$ cat src/rtl/updn_pkg.sv
// Shared types and limits for the up/down counter slice.
package updn_pkg;

    typedef enum logic {
        CNT_WRAP,
        CNT_SAT
    } cnt_mode_e;

    localparam int unsigned CNT_MAX_WIDTH = 32;

endpackage

$ cat src/rtl/cnt_tff_cell.sv
// Single counter bit: T flip-flop with async active-high reset and synchronous load override.
module cnt_tff_cell (
    input  logic clk,
    input  logic rst,
    input  logic t,
    input  logic ld,
    input  logic d,
    output logic q
);

    always_ff @(posedge clk or posedge rst) begin
        if (rst) begin
            q <= 1'b0;
        end else if (ld) begin
            q <= d;
        end else if (t) begin
            q <= ~q;
        end
    end

endmodule

$ cat src/rtl/updn_counter_n.sv
// Up/down counter over 0..max_val with wrap or saturate policy, built from T flip-flop cells.
// Optional parallel load is enabled by defining UPDN_COUNTER_LOAD_EN.
module updn_counter_n
    import updn_pkg::*;
#(
    parameter int unsigned WIDTH = 8,
    parameter cnt_mode_e   MODE  = CNT_WRAP
) (
    input  logic             clk,
    input  logic             rst,
    input  logic             en,
    input  logic             down,
    input  logic [WIDTH-1:0] max_val,
`ifdef UPDN_COUNTER_LOAD_EN
    input  logic             load,
    input  logic [WIDTH-1:0] load_val,
`endif
    output logic [WIDTH-1:0] out,
    output logic             tc,
    output logic             wrap_p
);

    localparam logic [WIDTH-1:0] ONE = WIDTH'(1);

    logic             ld;
    logic [WIDTH-1:0] ld_val;
    logic [WIDTH-1:0] nxt;
    logic [WIDTH-1:0] tgl;

`ifdef UPDN_COUNTER_LOAD_EN
    assign ld     = load;
    assign ld_val = load_val;
`else
    assign ld     = 1'b0;
    assign ld_val = '0;
`endif

    // Full next value is resolved here; cells only see which bits must flip.
    always_comb begin
        nxt = out;
        if (en) begin
            if (!down) begin
                if (out >= max_val) begin
                    nxt = (MODE == CNT_SAT) ? max_val : '0;
                end else begin
                    nxt = out + ONE;
                end
            end else begin
                if (out > max_val) begin
                    nxt = max_val;
                end else if (out == '0) begin
                    nxt = (MODE == CNT_SAT) ? '0 : max_val;
                end else begin
                    nxt = out - ONE;
                end
            end
        end
    end

    assign tgl = out ^ nxt;
    assign tc  = en & ((~down & (out >= max_val)) | (down & (out == '0)));

    always_ff @(posedge clk or posedge rst) begin
        if (rst) begin
            wrap_p <= 1'b0;
        end else begin
            wrap_p <= tc & ~ld;
        end
    end

    for (genvar i = 0; i < WIDTH; i++) begin : g_bit
        cnt_tff_cell u_cell (
            .clk (clk),
            .rst (rst),
            .t   (tgl[i]),
            .ld  (ld),
            .d   (ld_val[i]),
            .q   (out[i])
        );
    end

endmodule
$ cat config.mk
export PLATFORM = sky130hd
export DESIGN_NAME = updn_counter_n
export DESIGN_NICKNAME = d
export VERILOG_FILES = /design/src/rtl/updn_pkg.sv /design/src/rtl/cnt_tff_cell.sv /design/src/rtl/updn_counter_n.sv
export SDC_FILE = /design/constraint.sdc
export NUM_CORES = 1
export LEC_CHECK = 0
export ABC_CLOCK_PERIOD_IN_PS = 5800
export CAP_MARGIN = 0
export CORE_AREA = 10 10 52 54
export CTS_CLUSTER_SIZE = 28
export DETAILED_ROUTE_END_ITERATION = 10
export DIE_AREA = 0 0 62 64
export DONT_BUFFER_PORTS = 1
export PLACE_DENSITY = 0.86
export SETUP_SLACK_MARGIN = 0.15
export SLEW_MARGIN = 20
export SYNTH_ARGS = -nofsm -noshare
export SYNTH_HDL_FRONTEND = slang
export SYNTH_SLANG_ARGS = --single-unit
$ cat constraint.sdc
create_clock -name clk -period 5.8 [get_ports clk]
set_input_delay 1.74 -clock clk [delete_from_list [all_inputs] [get_ports clk]]
set_output_delay 1.74 -clock clk [all_outputs]
set_load 0.05 [all_outputs]
==> results.toml <==
[place]
port_buffers = 0
placed_area_um2 = 1000
placedCellCount = 143
place_ws_ps = 463
gp_congestion = 0.883
dp_hpwl_mm = 1.86

[timing]
finClkSkew_ps = 0.743
rsz0062_at_grt = "false"
period_needed_ps = 5360
worst_pin_slew_ps = 958
whs_ps = 922
relSlewSlack = 0.359
tns_ps = 0
setup_violations = 0
hold_violations = 0
slew_violations = 0
setup_ws_ps = 439
fmax_ghz = 0.187
period_share = 0.924

[global_routing]
grt_pass1_vias = 818
grt_pass1_wl_mm = 3.86
antenna_found_initial = 0
grt_max_degree = 19
grt.total_usage = 0.124
grt_overflow = 0

[flow_run]
cap_violations = 0

[floorplanning]
core_um2 = 1710
dieArea_um2 = 3970
dieWidth_um = 62
die_h_um = 64
io_pins = 22
rows = 15
start_util = 0.634

[logic_synthesis]
ys_async_sr_fraction = 1.00
ys_types = 41
synth_edf_count = 0
ys_warn_count = 0
synth_nets = 157
synthCells = 134
yosysTopAreaCell = "dfrtp_1"
ys_ff_latch = 9
synth_ff_type = "dfrtp_1"
ys_seq_area_frac = 0.208
ys_top_cells_by_area = "dfrtp_1 (21%), ha_1 (13%), buf_4 (6.2%)"
netlist.area_leader.share = 0.208
syn_area_um2 = 1080
avgSynthCellArea_um2 = 8.09

[clock_tree]
path_clk_slew_ps = 70
cts_root_buffer = "clkbuf_4"
cts_buffer_depth = 2
cts_hold_buf = 0
clock_latency_ps = 260
postCtsSetupBuffers = 0
cts-htree-levels = 1
cts_tree = "yes"
cts_resized = 0
clock_sinks = 9
cts_buffers = 3

[worst_setup_path]
rr_endpoint = "wrap_p$_DFF_PP0_"
r2r-start = "g_bit[0].u_cell.q$_DFFE_PP0P_"
cp_max_fo = 9
rrSetupSlack_ps = 2820
required_ps = 4060
reg2reg_depth = 7
cp-start-kind = "input port"
crit_type = "in2out"
cp-end-kind = "output pin"
crit_arrival_ps = 3620

[detailed_routing]
vias = 876
via_per_inst = 5.96
wire_per_inst_um = 16.2
drt-pass1-iter-count = 4
drtIter0Drc = 9
drc = 0
drt_wl_total_mm = 2.39
postRouteAntennaNets = 0

[power_and_ir_drop]
power_mw = 0.607
vdd_drop_max_v = 0.000286
p_per_area_nw_per_um2 = 589
p_leak_nw = 0.472

[final_layout]
drive_gt1_frac = 0.0984
final_util = 0.603
area.growth.synth_to_final_pct = -4.97
fin_nets = 146
antenna_cells = 0
final_cell_area_um2 = 1030
fin_cells = 147

[run_status]
status = "finished, final reports clean"

[worst_hold_path]
whs_path_depth = 1
hold_class = "reg2reg"
hold_end = "g_bit[0].u_cell.q$_DFFE_PP0P_"
holdCritStartpoint = "g_bit[0].u_cell.q$_DFFE_PP0P_"
[logic make-up (layout without fill, tap and decap cells)]
family | Yosys count | in the layout | synth area share
DFF | 9 | 9 | 0.208
AOI/OAI and AO/OA | 27 | 27 | 0.176
xor gates and xnor gates | 6 | 6 | 0.0485
buffers and inverters | 26 | 14 | 0.137
muxes | 6 | 6 | 0.0554
and+or+nand+nor | 49 | 49 | 0.248
adders and majority gates | 11 | 11 | 0.127
[layer usage]
| layer | vias up | wire (um) | GRT usage |
|---|---|---|---|
| met1 | 405 | 1050 | 0.162 |
| met2 | 25 | 1120 | 0.186 |
| met3 | 4 | 179 | 0.0198 |
| met4 | 0 | 46 | 0.0698 |
| met5 | - | 0 | 0 |
| li1 | 442 | - | - |
[layout by cell type (no fill, tap or decap), types with 2 or more instances in the layout]
cell and count:
xor2_1 3, dfrtp_1 9, inv_1 10, mux2i_1 6
nor2_1 9, nand2_1 16, nor2b_1 2, ha_1 11
o211ai_1 5, nand3_1 5, a21oi_1 4, xnor2_1 3
nand4_1 2, o31ai_1 3, clkbuf_4 3, o21ai_1 4
nand4b_1 2, a31oi_1 4, nor3_1 2
[flip-flops by register name (all words and copies together) (netlist names)]
signal	flops
g_bit.u_cell.q	8
wrap_p	1
[report_power, final]
part | total (mW) | internal [mW] | switching (mW)
registers | 0.256 | 0.0862 | 0.170
clock network | 0.0514 | 0.0266 | 0.0248
logic | 0.300 | 0.140 | 0.160
[worst max path at each step]
| stage | startpoint | cells after the start | slack, ps | to |
|---|---|---|---|---|
| final | max_val[7] | 6 | 440 | tc |
| after global routing | max_val[7] | 6 | 330 | tc |
| after CTS | max_val[7] | 6 | 450 | tc |
| after detailed placement | max_val[7] | 6 | 460 | tc |
| after global placement | max_val[7] | 6 | 510 | tc |
| after floorplan | max_val[1] | 7 | 650 | tc |
[synth_stat cells, types with 4 or more instances]
cell type	instances
a21oi_1	4
buf_4	9
nand2_1	16
o211ai_1	5
o21ai_1	4
nor2_1	9
mux2i_1	6
nand3_1	5
ha_1	11
dfrtp_1	9
inv_1	10
a31oi_1	4
[critical path: stages]
cell and delay [ps]:
inv_1 20, ha_1 310, nand4_1 210, a31oi_2 390, nor2_2 180, nor2_1 770
[final cells by class]
| type | instances | area [um^2] |
|---|---|---|
| fillers | 148 | 678 |
| well taps | 25 | 31.3 |
| inverters | 10 | 37.5 |
| multi-input cells | 99 | 709 |
| clock buffers | 4 | 26.3 |
| flip-flops and latches | 9 | 225 |
Note: power is estimated with default switching activity, not from simulation.
